`src/rtl/rv_pkg.sv`:
```
// Shared writeback types and sizes for the register-file write path.
//   XLEN      : register data width
//   AW        : register index width
//   NREG      : number of architectural registers (2**AW)
//   wb_req_t  : one writeback request {rd, data}
//   wb_src_e  : writeback source identifier
//   rd_onehot : decode a register index into a one-hot register mask
package rv_pkg;

  localparam int unsigned XLEN = 64;
  localparam int unsigned AW   = 5;
  localparam int unsigned NREG = 32;

  typedef struct packed {
    logic [AW-1:0]   rd;
    logic [XLEN-1:0] data;
  } wb_req_t;

  typedef enum logic {
    SRC_ALU = 1'b0,
    SRC_MEM = 1'b1
  } wb_src_e;

  function automatic logic [NREG-1:0] rd_onehot(input logic [AW-1:0] rd);
    rd_onehot = NREG'(1) << rd;
  endfunction

endpackage

```
`src/rtl/wb_skid_buf.sv`:
```
// One-entry holding buffer for a single writeback source.
//   clk, reset : clock, async active-high reset
//   valid      : source offers req this cycle
//   req        : offered {rd, data}
//   grant      : arbiter moves the held entry to the output stage this cycle
//   ready_c    : handshake ready (combinational)
//   full       : buffer holds an entry
//   entry      : held {rd, data}
//   load_c     : entry is captured at the coming edge (accept with rd != x0)
module wb_skid_buf
  import rv_pkg::*;
(
  input  logic    clk,
  input  logic    reset,
  input  logic    valid,
  input  wb_req_t req,
  input  logic    grant,
  output logic    ready_c,
  output logic    full,
  output wb_req_t entry,
  output logic    load_c
);

  // A granted entry leaves at the same edge, so the slot can be refilled without a bubble.
  assign ready_c = !full || grant;

  // x0 writes complete the handshake but are never stored.
  assign load_c  = valid && ready_c && (req.rd != '0);

  // Occupancy and payload.
  always_ff @(posedge clk or posedge reset) begin
    if (reset) begin
      full  <= 1'b0;
      entry <= '0;
    end else if (load_c) begin
      full  <= 1'b1;
      entry <= req;
    end else if (grant) begin
      full  <= 1'b0;
    end
  end

endmodule

```
`src/rtl/regfile_write_arbiter.sv`:
```
// Shares the register-file write port between ALU and load writeback.
// Oldest entry first; equal-age ties go round-robin, except same-rd ties
// which always drain ALU then MEM so the load result lands last.
//   clk, reset                         : clock, async active-high reset
//   alu_valid/alu_ready/alu_rd/alu_data: ALU writeback handshake
//   mem_valid/mem_ready/mem_rd/mem_data: load writeback handshake
//   rf_we/rf_wr/rf_wd                  : registered register-file write port
//   pending_mask                       : registers with an accepted, uncommitted write
module regfile_write_arbiter
  import rv_pkg::*;
(
  input  logic            clk,
  input  logic            reset,
  input  logic            alu_valid,
  output logic            alu_ready,
  input  logic [AW-1:0]   alu_rd,
  input  logic [XLEN-1:0] alu_data,
  input  logic            mem_valid,
  output logic            mem_ready,
  input  logic [AW-1:0]   mem_rd,
  input  logic [XLEN-1:0] mem_data,
  output logic            rf_we,
  output logic [AW-1:0]   rf_wr,
  output logic [XLEN-1:0] rf_wd,
  output logic [NREG-1:0] pending_mask
);

  wb_req_t alu_req, mem_req, alu_entry, mem_entry;
  logic    alu_full, mem_full, alu_load_c, mem_load_c;
  logic    alu_grant_c, mem_grant_c, rr_tie_c;
  logic    alu_older, mem_older;
  wb_src_e last_src;
  logic [NREG-1:0] pending_c;

  assign alu_req = '{rd: alu_rd, data: alu_data};
  assign mem_req = '{rd: mem_rd, data: mem_data};

  wb_skid_buf u_alu_buf (
    .clk     (clk),
    .reset   (reset),
    .valid   (alu_valid),
    .req     (alu_req),
    .grant   (alu_grant_c),
    .ready_c (alu_ready),
    .full    (alu_full),
    .entry   (alu_entry),
    .load_c  (alu_load_c)
  );

  wb_skid_buf u_mem_buf (
    .clk     (clk),
    .reset   (reset),
    .valid   (mem_valid),
    .req     (mem_req),
    .grant   (mem_grant_c),
    .ready_c (mem_ready),
    .full    (mem_full),
    .entry   (mem_entry),
    .load_c  (mem_load_c)
  );

  // Grant selection: age, then same-rd ordering, then round-robin.
  always_comb begin
    alu_grant_c = 1'b0;
    mem_grant_c = 1'b0;
    rr_tie_c    = 1'b0;
    if (alu_full && mem_full) begin
      if (alu_older) begin
        alu_grant_c = 1'b1;
      end else if (mem_older) begin
        mem_grant_c = 1'b1;
      end else if (alu_entry.rd == mem_entry.rd) begin
        alu_grant_c = 1'b1;
      end else begin
        rr_tie_c = 1'b1;
        if (last_src == SRC_MEM) begin
          alu_grant_c = 1'b1;
        end else begin
          mem_grant_c = 1'b1;
        end
      end
    end else if (alu_full) begin
      alu_grant_c = 1'b1;
    end else if (mem_full) begin
      mem_grant_c = 1'b1;
    end
  end

  // Relative age: only meaningful while both buffers are full, and any
  // transition into that state passes through a load, which rewrites it.
  always_ff @(posedge clk or posedge reset) begin
    if (reset) begin
      alu_older <= 1'b0;
      mem_older <= 1'b0;
    end else if (alu_load_c && mem_load_c) begin
      alu_older <= 1'b0;
      mem_older <= 1'b0;
    end else if (alu_load_c) begin
      alu_older <= 1'b0;
      mem_older <= mem_full && !mem_grant_c;
    end else if (mem_load_c) begin
      alu_older <= alu_full && !alu_grant_c;
      mem_older <= 1'b0;
    end
  end

  // Round-robin pointer advances only on a different-rd equal-age tie.
  always_ff @(posedge clk or posedge reset) begin
    if (reset) begin
      last_src <= SRC_MEM;
    end else if (rr_tie_c) begin
      last_src <= alu_grant_c ? SRC_ALU : SRC_MEM;
    end
  end

  // Output stage; index and data hold while idle.
  always_ff @(posedge clk or posedge reset) begin
    if (reset) begin
      rf_we <= 1'b0;
      rf_wr <= '0;
      rf_wd <= '0;
    end else begin
      rf_we <= alu_grant_c || mem_grant_c;
      if (alu_grant_c) begin
        rf_wr <= alu_entry.rd;
        rf_wd <= alu_entry.data;
      end else if (mem_grant_c) begin
        rf_wr <= mem_entry.rd;
        rf_wd <= mem_entry.data;
      end
    end
  end

  // Outstanding writes: held entries plus the write presented to the register file.
  always_comb begin
    pending_c = '0;
    if (alu_full) pending_c = pending_c | rd_onehot(alu_entry.rd);
    if (mem_full) pending_c = pending_c | rd_onehot(mem_entry.rd);
    if (rf_we)    pending_c = pending_c | rd_onehot(rf_wr);
    pending_c[0] = 1'b0;
  end

  assign pending_mask = pending_c;

endmodule

```
`config.mk`:
```
export PLATFORM = sky130hd
export DESIGN_NAME = regfile_write_arbiter
export DESIGN_NICKNAME = d
export VERILOG_FILES = /design/src/rtl/rv_pkg.sv /design/src/rtl/wb_skid_buf.sv /design/src/rtl/regfile_write_arbiter.sv
export SDC_FILE = /design/constraint.sdc
export NUM_CORES = 1
export LEC_CHECK = 0
export ABC_AREA = 1
export CORE_ASPECT_RATIO = 1.2
export CORE_MARGIN = 3
export CORE_UTILIZATION = 55
export CTS_CLUSTER_DIAMETER = 30
export DETAILED_ROUTE_END_ITERATION = 16
export GPL_ROUTABILITY_DRIVEN = 0
export PLACE_DENSITY = 0.87
export SLEW_MARGIN = 20
export SYNTH_ARGS = -nofsm -noshare
export SYNTH_HDL_FRONTEND = slang
export SYNTH_SLANG_ARGS = --single-unit
```
`constraint.sdc`:
```
create_clock -name clk -period 18.3 [get_ports clk]
set_input_delay 1.83 -clock clk [delete_from_list [all_inputs] [get_ports clk]]
set_output_delay 1.83 -clock clk [all_outputs]
set_load 0.005 [all_outputs]
```
# After elaboration in Yosys (flattened, before gate mapping)

Index checks and enable logic that the tools add are counted.

$add $sub $neg: 0
$mul: 0
Div/mod/pow operators: 0
Magnitude comparators: 0
Equal/unequal tests: 1
Shift operators: 3
Mux-type cells: 35
Bitwise logic cells: 2
Reductions and logical operators: 21

Operators with widths:

| operator             | count |
|---|---|
| $mux 64              | 2 |
| $mux 32              | 3 |
| $shl 1x5->32 const A | 3 |
| $or 32x32->32        | 2 |
| $mux 1               | 28 |
| $mux 5               | 2 |
| $reduce_bool 5->1    | 2 |
| $logic_and 1x1->1    | 8 |
| $reduce_bool 2->1    | 3 |
| $eq 5x5->1           | 1 |
| $logic_not 1->1      | 4 |
| $logic_or 1x1->1     | 3 |
| $reduce_bool 3->1    | 1 |

Register bits after elaboration: 213
Latch bits: 0
Bits in writable memories: 0
ROM bits: 0
Bits of input ports: 142
Output and inout port bits: 104
Memories kept: 0

# Depth between registers and ports, before layout

Gate-level depths: netlist of the first run.

Word-level depth: 11
Depth in mapped cells: 15
Gate-level depth less buffers: 12

# By module

A second synthesis of the first run with hierarchy kept.

Cells, all modules: 1337
Area total of the unflattened synthesis: 10395.0 sq um

Modules (own cells, without submodules):

| module                | instances | cells an instance | area each (sq um) | seq. area each (sq um) |
|---|---|---|---|---|
| wb_skid_buf           | 2         | 309               | 2778.9            | 1751.7 |
| regfile_write_arbiter | 1         | 719               | 4837.1            | 1828.0 |

# Worst setup path before layout of the first run

OpenSTA, ideal clock, no wires.

Kind: register -> output
Start point: register u_alu_buf.full
End point: output port pending_mask[2]
Data arrival time: 1.351 ns
Required time: 16.470 ns
Setup slack: 15.119 ns
Cell stages (with the launch flop): 6
Cell sequence: dfrtp_1 -> clkbuf_1 -> inv_1 -> nor2_1 -> nand2_1 -> o221ai_1

Longest elaborated chain between the ends: 5

RTL lines:

| item                     | line                         | source |
|---|---|---|
| start: declaration       | wb_skid_buf.sv:19            | `output logic full,` |
| start signal: assignment | wb_skid_buf.sv:33            | `full <= 1'b0;` |
| start signal: assignment | wb_skid_buf.sv:36            | `full <= 1'b1;` |
| start signal: assignment | wb_skid_buf.sv:39            | `full <= 1'b0;` |
| $mux 32 *                | regfile_write_arbiter.sv:137 | `if (alu_full) pending_c = pending_c \| rd_onehot(alu_entry.rd);` |
| $or 32x32->32            | regfile_write_arbiter.sv:138 | `if (mem_full) pending_c = pending_c \| rd_onehot(mem_entry.rd);` |
| $mux 32 *                | regfile_write_arbiter.sv:138 |  |
| $or 32x32->32            | regfile_write_arbiter.sv:139 | `if (rf_we) pending_c = pending_c \| rd_onehot(rf_wr);` |
| $mux 32 *                | regfile_write_arbiter.sv:139 |  |
| end: declaration         | regfile_write_arbiter.sv:25  | `output logic [NREG-1:0] pending_mask` |

Mark *: on every way between the ends. The rest lies on a longest branch, timed or not.

# Worst setup path after layout of the first run

Start point: register u_alu_buf.entry[66] (netlist name)
End point: output port mem_ready

Longest elaborated chain between the ends: 6

RTL lines:

| item                     | line                        | source |
|---|---|---|
| start: declaration       | wb_skid_buf.sv:20           | `output wb_req_t entry,` |
| start signal: assignment | wb_skid_buf.sv:37           | `entry <= req;` |
| $eq 5x5->1               | regfile_write_arbiter.sv:72 | `end else if (alu_entry.rd == mem_entry.rd) begin` |
| $mux 1                   | regfile_write_arbiter.sv:72 |  |
| $mux 1                   | regfile_write_arbiter.sv:70 | `end else if (mem_older) begin` |
| $mux 1                   | regfile_write_arbiter.sv:68 | `if (alu_older) begin` |
| $mux 1                   | regfile_write_arbiter.sv:67 | `if (alu_full && mem_full) begin` |
| $logic_or 1x1->1         | wb_skid_buf.sv:25           | `assign ready_c = !full \|\| grant;` |
| end: declaration         | regfile_write_arbiter.sv:19 | `output logic mem_ready,` |

Every way passes these cells.

==> results of run 1 <==
[tightest hold or removal path, cell delays in order, from the launching register on]
cell     delay (ns)
dfrtp_1        0.34
nand2_1        0.05
nand2_1        0.05
[state kept, by name, indices dropped and copies added (netlist names)]
| register | flops |
|---|---|
| rf_wd | 64 |
| u_mem_buf.entry | 69 |
| alu_older | 1 |
| u_alu_buf.full | 1 |
| u_mem_buf.full | 1 |
| u_alu_buf.entry | 69 |
| rf_wr | 5 |
| mem_older | 1 |
| last_src | 1 |
| rf_we | 1 |
[path summary, 6_finish.rpt]
| check | depth (start not counted) | start | slack (ns) | endpoint |
|---|---|---|---|---|
| worst max-delay path | 10 | u_alu_buf.entry[66] | 12.70 | mem_ready |
| worst min register to register | 2 | u_mem_buf.entry[4] | 0.47 | u_mem_buf.entry[4] |
| max in group asynchronous | 3 | reset | 14.87 | rf_wd[51] |
| worst max register to register | 13 | u_alu_buf.entry[66] | 14.14 | u_mem_buf.entry[31] |
| min in group asynchronous | 2 | reset | 1.91 | u_alu_buf.entry[22] |
| worst min-delay path | 2 | u_mem_buf.entry[4] | 0.47 | u_mem_buf.entry[4] |
[per-layer routing]
layer  part of all wire [%]  global-route usage (%)  routed length (um)  vias up
met5                  0.075                       0                  23        -
met4                    6.5                    18.5                1990        4
met3                    7.5                    5.64                2300      164
met2                     49                    48.9               15200      577
met1                     37                    33.6               11200     4766
li1                       -                       -                   -     4749
[per-stage QoR]
| stage | std cells | util, % |
|---|---|---|
| 3_3_place_gp | 1816 | 68.3 |
| 5_1_grt | 1882 | 74.7 |
| 3_5_place_dp | 1816 | 68.3 |
| 2_1_floorplan | 1394 | - |
| 4_1_cts | 1880 | 74.6 |
| 6_report | 1882 | 74.7 |
[power breakdown]
| group | internal, uW | switching [uW] |
|---|---|---|
| Clock | 427 | 235 |
| Combinational | 428 | 613 |
| Sequential | 692 | 155 |
| Total | 1550 | 1000 |
[layout make-up]
class                           count  area [um2]  share of cell area (%)
Multi-Input combinational cell    859        3930                    27.7
Clock inverter                     22         224                    1.58
Clock buffer                       42         975                    6.87
Timing Repair Buffer              251        2490                    17.6
Tap cell                          256         320                    2.26
Sequential cell                   213        5330                    37.6
Inverter                          237         898                    6.34
Antenna cell                        2        5.00                  0.0353
[kinds of logic after synthesis]
group	synth area share (%)
xor gates and xnor gates	0.0820
other	0.0351
DFF	49.9
AOI/OAI and AO/OA	6.67
and+or+nand+nor	29.9
buffers and inverters	13.4
[cell usage in the layout, fill, tap and decap left out, types with 2 or more instances in the layout]
cell	n
nand2_1	471
clkdlybuf4s50_1	244
nand3_1	235
inv_1	230
dfrtp_1	211
o21ai_1	42
clkbuf_16	37
o21ai_2	26
nor2_1	21
nor3_1	16
o221ai_1	16
clkinv_2	8
o311ai_0	8
buf_4	7
clkinvlp_4	5
inv_2	4
nor4_1	4
inv_6	4
nand2_2	3
o31ai_1	3
o21ai_0	3
clkinv_4	3
bufinv_16	3
clkbuf_8	3
diode_2	2
nand2_4	2
a31oi_1	2
clkbuf_1	2
==> metrics.md, run 1 <==
| Metric | Value |
|---|---|
| Cell type with the highest aggregate area in the netlist | dfrtp_1 |
| Number of nets in the final layout | 1740 |
| Clock Path Buffers | 3 |
| Crit-path slowest cell | nand2_4 |
| Post-detailed-route wirelength per cell | 16.3 um |
| Family with the most delay on the worst path | simple AND/OR/NAND/NOR gates |
| Proportion of netlist area held by the largest area contributor | 49.6% |
| Most frequent cell after synthesis | nand2_1 |
| Cells after Synth | between 1000 and 1500 |
| Ratio of routed vias to standard cells | 5.45 |
| Post-place setup slack | about 13 ns |
| Nature of the critical path startpoint | flop |
| Cell mode on critical path | nand2_1 |
| Source-to-sink clock delay at the later pin of the worst-skew pair | 0.50 ns |
| Core region area | 0.0190 mm2 |
| Highest attainable clock frequency | between 0.15 and 0.2 GHz |
| Clk slew on worst S/H paths | approximately 0.05 ns |
| Synth Net Count | roughly 1500 |
| Total GRT Usage | 29.0% |
| Number of H-tree levels | 2 |
| CTS tree | done |
| Mean cell area of the mapped netlist | around 7.7 um2 |
| Worst clock skew on the final layout | ~0.013 ns |
| Final period demand of the worst path | between 5 and 6 ns |
| Post-synthesis sequential element count | ~210 |
| Number of buffers added by the clock tree synthesis step | 36 |
| Die Width | ~130 um |
| Setup Viol. Count Final | 0 |
| Library cell used as clock root buffer | clkbuf_16 |
| Final worst-path cycle share | between 30% and 40% |
| Post-route cell area | approximately 0.014 mm2 |
| HPWL after detailed placement | slightly below 20000 um |
| Number of antenna violations at the first check in global routing | 3 |
| Worst hold path class | flop to flop |
| Netlist area before placement | around 0.011 mm2 |
| Hold_buf cts | 0 |
| Die height | about 160 um |
| WL final | between 30000 and 40000 um |
| Setup repair after global routing missed its margin | no |
| Max-cap violation count | 0 |
| Hold_ws | 0.470 ns |
| Overall Power | roughly 2500 uW |
| Number of synthesis warnings | 0 |
| Pin count of the biggest net entering global routing | 137 |
| First-pass GRT wire length | just over 50000 um |
| Static Leakage | around 0.0072 uW |
| Number of pins with negative max-slew slack in the final report | 0 |
| Sequential fraction of the synthesis area | approximately half |
| Arrival @ worst endpoint | 3.77 ns |
| Post-DRT Antenna Nets | 0 |
| Transition time at the pin with the least slew margin | between 0.9 and 1 ns |
| Fraction of layout instances using a drive strength above 1 | 6.77% |
| Count of flip-flops with a built-in enable after synthesis | 0 |
| # clock sinks | approximately 210 |
| Ratio of total power to cell area | 180 mW/mm2 |
| Via count | a little over 10000 |
| Vias in the first global route | approximately 10000 |
| Post-place instance area | ~0.013 mm2 |
| Number of ports placed on the die boundary | approximately 250 |
| Maximum VDD drop | between 0.0001 and 0.00015 V |
| Count of unique library cells instantiated by Yosys | 30 |
| Core Rows | 55 |
| Critical Path, Cell by Cell | inv_1 -> nand2_1 -> nand2_1 -> nor2_1 -> nand3_1 -> nand2_1 -> nand2_2 -> nand2_4 -> nand2_4 -> clkdlybuf4s50_1 |
| Worst path required time | approximately 16 ns |
| Leading post-synthesis cells by instance count | nand2_1, nand3_1, inv_1, dfrtp_1, o21ai_1 |
| Die Area | about 0.021 mm2 |
| Starting utilization of the core area | 56.3% |
| Run status | finished, final reports clean |
| Setup WS post-layout | about 13 ns |
| Syn-to-layout area delta | 32.7% |
| Slew HR | 35.8% |
| Gr ovfl total | 0 |
| DRC violation total after the first TritonRoute iteration | ~900 |
| Total negative slack for setup checks | 0 ns |
| CP max FO | 76 |
| Number of post-CTS setup repair buffers | 0 |
| Total of cells resized after clock tree synthesis | 0 |
| Detailed Routing Iterations Pass 1 | 6 |
| Crit end category | primary output |
| Filler cell count | about 1400 |
| DR DRC count | 0 |
| Proportion of register bits with asynchronous set or reset after synthesis | 100% |
| Fin. Hold Viols | 0 |
| Start-to-end type of the worst setup path | flop to primary output |
| Max incr delay on CP | between 0.6 and 0.7 ns |
| Dominant synthesized flop cell | dfrtp_1 |
| Port buffer count | between 200 and 250 |
| Top area cells in the synthesized netlist | dfrtp_1, nand2_1, nand3_1, inv_1, buf_6 |
| WP buf/inv | 2 |
Power figures use the tool's default switching activity.
==> run 2: changes to the inputs <==
Settings changed: CORE_UTILIZATION 55 to 51, PLACE_DENSITY 0.87 to 0.81.
Clock period 18.3 ns to 5.5 ns, I/O delays scaled along.
==> metrics.md, run 2 (synthesized netlist as in run 1, its figures left out) <==
| Metric | Value |
|---|---|
| Syn-to-layout area delta | 32.7% (about the same) |
| Max-cap violation count | 0 (unchanged) |
| Die height | 165 um (was 159 um) |
| Ratio of total power to cell area | 591 mW/mm2 (was 180 mW/mm2) |
| Number of ports placed on the die boundary | 246 (unchanged) |
| Start-to-end type of the worst setup path | flop to primary output (unchanged) |
| Number of H-tree levels | 2 (unchanged) |
| Crit-path slowest cell | clkdlybuf4s50_1 (was nand2_4) |
| Registers with the most flip-flops | u_alu_buf.entry (69), u_mem_buf.entry (69), rf_wd (64) (unchanged) |
| Via count | 9977 (was 10300) |
| WL final | 30300 um (was 30700 um) |
| Run status | finished, final reports clean (unchanged) |
| Ratio of routed vias to standard cells | 5.27 (was 5.45) |
| Critical Path, Cell by Cell | inv_1 -> nand2_1 -> nand2_1 -> nor2_1 -> nand3_1 -> nand2_1 -> nand2_2 -> nand2_4 -> buf_4 -> clkdlybuf4s50_1 (was inv_1 -> nand2_1 -> nand2_1 -> nor2_1 -> nand3_1 -> nand2_1 -> nand2_2 -> nand2_4 -> nand2_4 -> clkdlybuf4s50_1) |
| CTS tree | done (unchanged) |
| Hold Crit Depth | 2 (unchanged) |
| Vias in the first global route | 10000 (was 10500) |
| Total of cells resized after clock tree synthesis | 0 (unchanged) |
| Clock Path Buffers | 3 (unchanged) |
| Source-to-sink clock delay at the later pin of the worst-skew pair | 0.50 ns (about the same) |
| Final worst-path cycle share | between 60% and 70% |
| Detailed Routing Iterations Pass 1 | 6 (unchanged) |
| Cell mode on critical path | nand2_1 (unchanged) |
| Fin. Hold Viols | 0 (unchanged) |
| Launch point of the worst hold path | u_mem_buf.entry[60] (was u_mem_buf.entry[4]) |
| Highest attainable clock frequency | between 0.2 and 0.3 GHz |
| Clk pwr share | 25.3% (was 25.9%) |
| First-pass GRT wire length | 49600 um (was 50300 um) |
| Total negative slack for setup checks | 0 ns (unchanged) |
| Arrival @ worst endpoint | 3.06 ns (was 3.77 ns) |
| Setup repair after global routing missed its margin | no (unchanged) |
| Library cell used as clock root buffer | clkbuf_16 (unchanged) |
| Gr ovfl total | 0 (unchanged) |
| Worst Hold End | u_mem_buf.entry[60] (was u_mem_buf.entry[4]) |
| Final period demand of the worst path | approximately 3.6 ns |
| Static Leakage | 0.00725 uW (about the same) |
| Die Width | 138 um (was 133 um) |
| Family with the most delay on the worst path | buffers and inverters (was simple AND/OR/NAND/NOR gates) |
| Setup Viol. Count Final | 0 (unchanged) |
| Worst clock skew on the final layout | 0.0169 ns (was 0.0125 ns) |
| Die Area | 0.0227 mm2 (was 0.0212 mm2) |
| Pin count of the biggest net entering global routing | 129 (was 137) |
| Maximum VDD drop | 0.000349 V (was 0.000111 V) |
| DR DRC count | 0 (unchanged) |
| Sequential Power Share | 33.6% (was 33.2%) |
| Post-place setup slack | 2.09 ns (was 13.39 ns) |
| Net switching fraction of the power | 39.0% (was 39.3%) |
| Core Rows | 57 (was 55) |
| Transition time at the pin with the least slew margin | 0.880 ns (was 0.963 ns) |
| Number of buffers added by the clock tree synthesis step | 36 (unchanged) |
| DRC violation total after the first TritonRoute iteration | 762 (was 915) |
| Number of post-CTS setup repair buffers | 0 (unchanged) |
| Max incr delay on CP | 0.69 ns (was 0.66 ns) |
| Comb power frac | 41.1% (was 40.8%) |
| Starting utilization of the core area | 52.4% (was 56.3%) |
| Clk slew on worst S/H paths | 0.05 ns (about the same) |
| Crit end category | primary output (unchanged) |
| Number of pins with negative max-slew slack in the final report | 0 (unchanged) |
| Total GRT Usage | 26.5% (was 29.0%) |
| Filler cell count | 1686 (was 1381) |
| WP buf/inv | 3 (was 2) |
| Number of antenna violations at the first check in global routing | 2 (was 3) |
| Launch point of the worst reg-to-reg path | u_alu_buf.entry[66] (unchanged) |
| Setup WS post-layout | 1.89 ns (was 12.70 ns) |
| Hold_buf cts | 0 (unchanged) |
| Endpoint of the most critical register-to-register path | u_alu_buf.entry[68] (was u_mem_buf.entry[31]) |
| # clock sinks | 213 (unchanged) |
| Nature of the critical path startpoint | flop (unchanged) |
| Switching pwr | 3270 uW (was 1000 uW) |
| Slack of the worst reg-to-reg path | 2.01 ns (was 14.14 ns) |
| Core region area | 0.0204 mm2 (was 0.0190 mm2) |
| Fraction of layout instances using a drive strength above 1 | 6.70% (was 6.77%) |
| Slew HR | 41.3% (was 35.8%) |
| Most frequent cells in the layout | nand2_1, clkdlybuf4s50_1, nand3_1 (unchanged) |
| Number of nets in the final layout | 1744 (was 1740) |
| Worst path required time | 4.95 ns (was 16.47 ns) |
| Post-DRT Antenna Nets | 0 (unchanged) |
| P_int | 5110 uW (was 1550 uW) |
| CP max FO | 75 (was 76) |
| Port buffer count | 244 (unchanged) |
| Worst hold path class | flop to flop (unchanged) |
| Commonest non-fill, non-tap cell in the layout | nand2_1 (unchanged) |
| Post-detailed-route wirelength per cell | 16.0 um (was 16.3 um) |
| HPWL after detailed placement | 19400 um (was 19600 um) |
| Depth of the worst register-to-register path | 13 (unchanged) |
## run 2: per-layer routing
| layer | up-vias | global-route usage [%] | routed length [um] |
|---|---|---|---|
| met5 | - | 0 | 34 |
| met4 | 4 | 12.4 | 1330 |
| met3 | 92 | 4.89 | 1620 |
| met2 | 376 | 47.6 | 15400 |
| met1 | 4753 | 30.8 | 11900 |
| li1 | 4752 | - | - |
## run 2: area by class of cell
| cell class | instances | area, um2 | share of cell area [%] |
|---|---|---|---|
| Sequential cell | 213 | 5330 | 37.6 |
| Multi-Input combinational cell | 859 | 3930 | 27.7 |
| Timing Repair Buffer | 255 | 2540 | 17.9 |
| Clock buffer | 47 | 1000 | 7.07 |
| Inverter | 237 | 893 | 6.30 |
| Tap cell | 265 | 332 | 2.34 |
| Clock inverter | 16 | 153 | 1.08 |
| Antenna cell | 1 | 2.50 | 0.0176 |
## run 2: stage by stage
stage	instances	hold WS, ns	cell area, um2	power, uW	util, %
2_1_floorplan	1394	0.442	10700	4920	-
3_3_place_gp	1829	0.454	13000	6100	63.9
3_5_place_dp	1829	0.459	13000	6230	63.9
4_1_cts	1892	0.470	14200	8410	69.5
5_1_grt	1892	0.486	14200	9010	69.5
6_report	1893	0.466	14200	8380	69.5
## run 2: worst max-delay path by stage
stage          depth (start not counted)                start             endpoint  slack, ns
3_3_place_gp                          13  u_alu_buf.entry[66]  u_alu_buf.entry[68]       2.14
4_1_cts                               10  u_alu_buf.entry[66]            alu_ready       1.89
2_1_floorplan                          1                reset            alu_older       2.18
6_report                              10  u_alu_buf.entry[66]            alu_ready       1.89
3_5_place_dp                          13  u_alu_buf.entry[66]  u_alu_buf.entry[46]       2.09
5_1_grt                               10  u_alu_buf.entry[66]            alu_ready       1.70
## run 2: worst reg2reg max path, stage by stage, from the launching register on
cell and delay [ns]:
dfrtp_1 0.49, inv_1 0.15, nand2_1 0.08, nand2_1 0.05, nor2_1 0.09, nand3_1 0.11
nand2_1 0.09, nand2_2 0.07, nand2_4 0.07, buf_4 0.68, nand3_4 0.66, buf_4 0.55
nand2_1 0.20, o21ai_2 0.06
## run 2: power groups by stage
stage / clock [uW] / sequential, uW / combinational [uW]
2_1_floorplan: 0 / 2670 / 2260
3_3_place_gp: 0 / 2790 / 3310
3_5_place_dp: 0 / 2810 / 3420
4_1_cts: 2150 / 2810 / 3460
5_1_grt: 2230 / 2910 / 3870
6_report: 2120 / 2820 / 3450
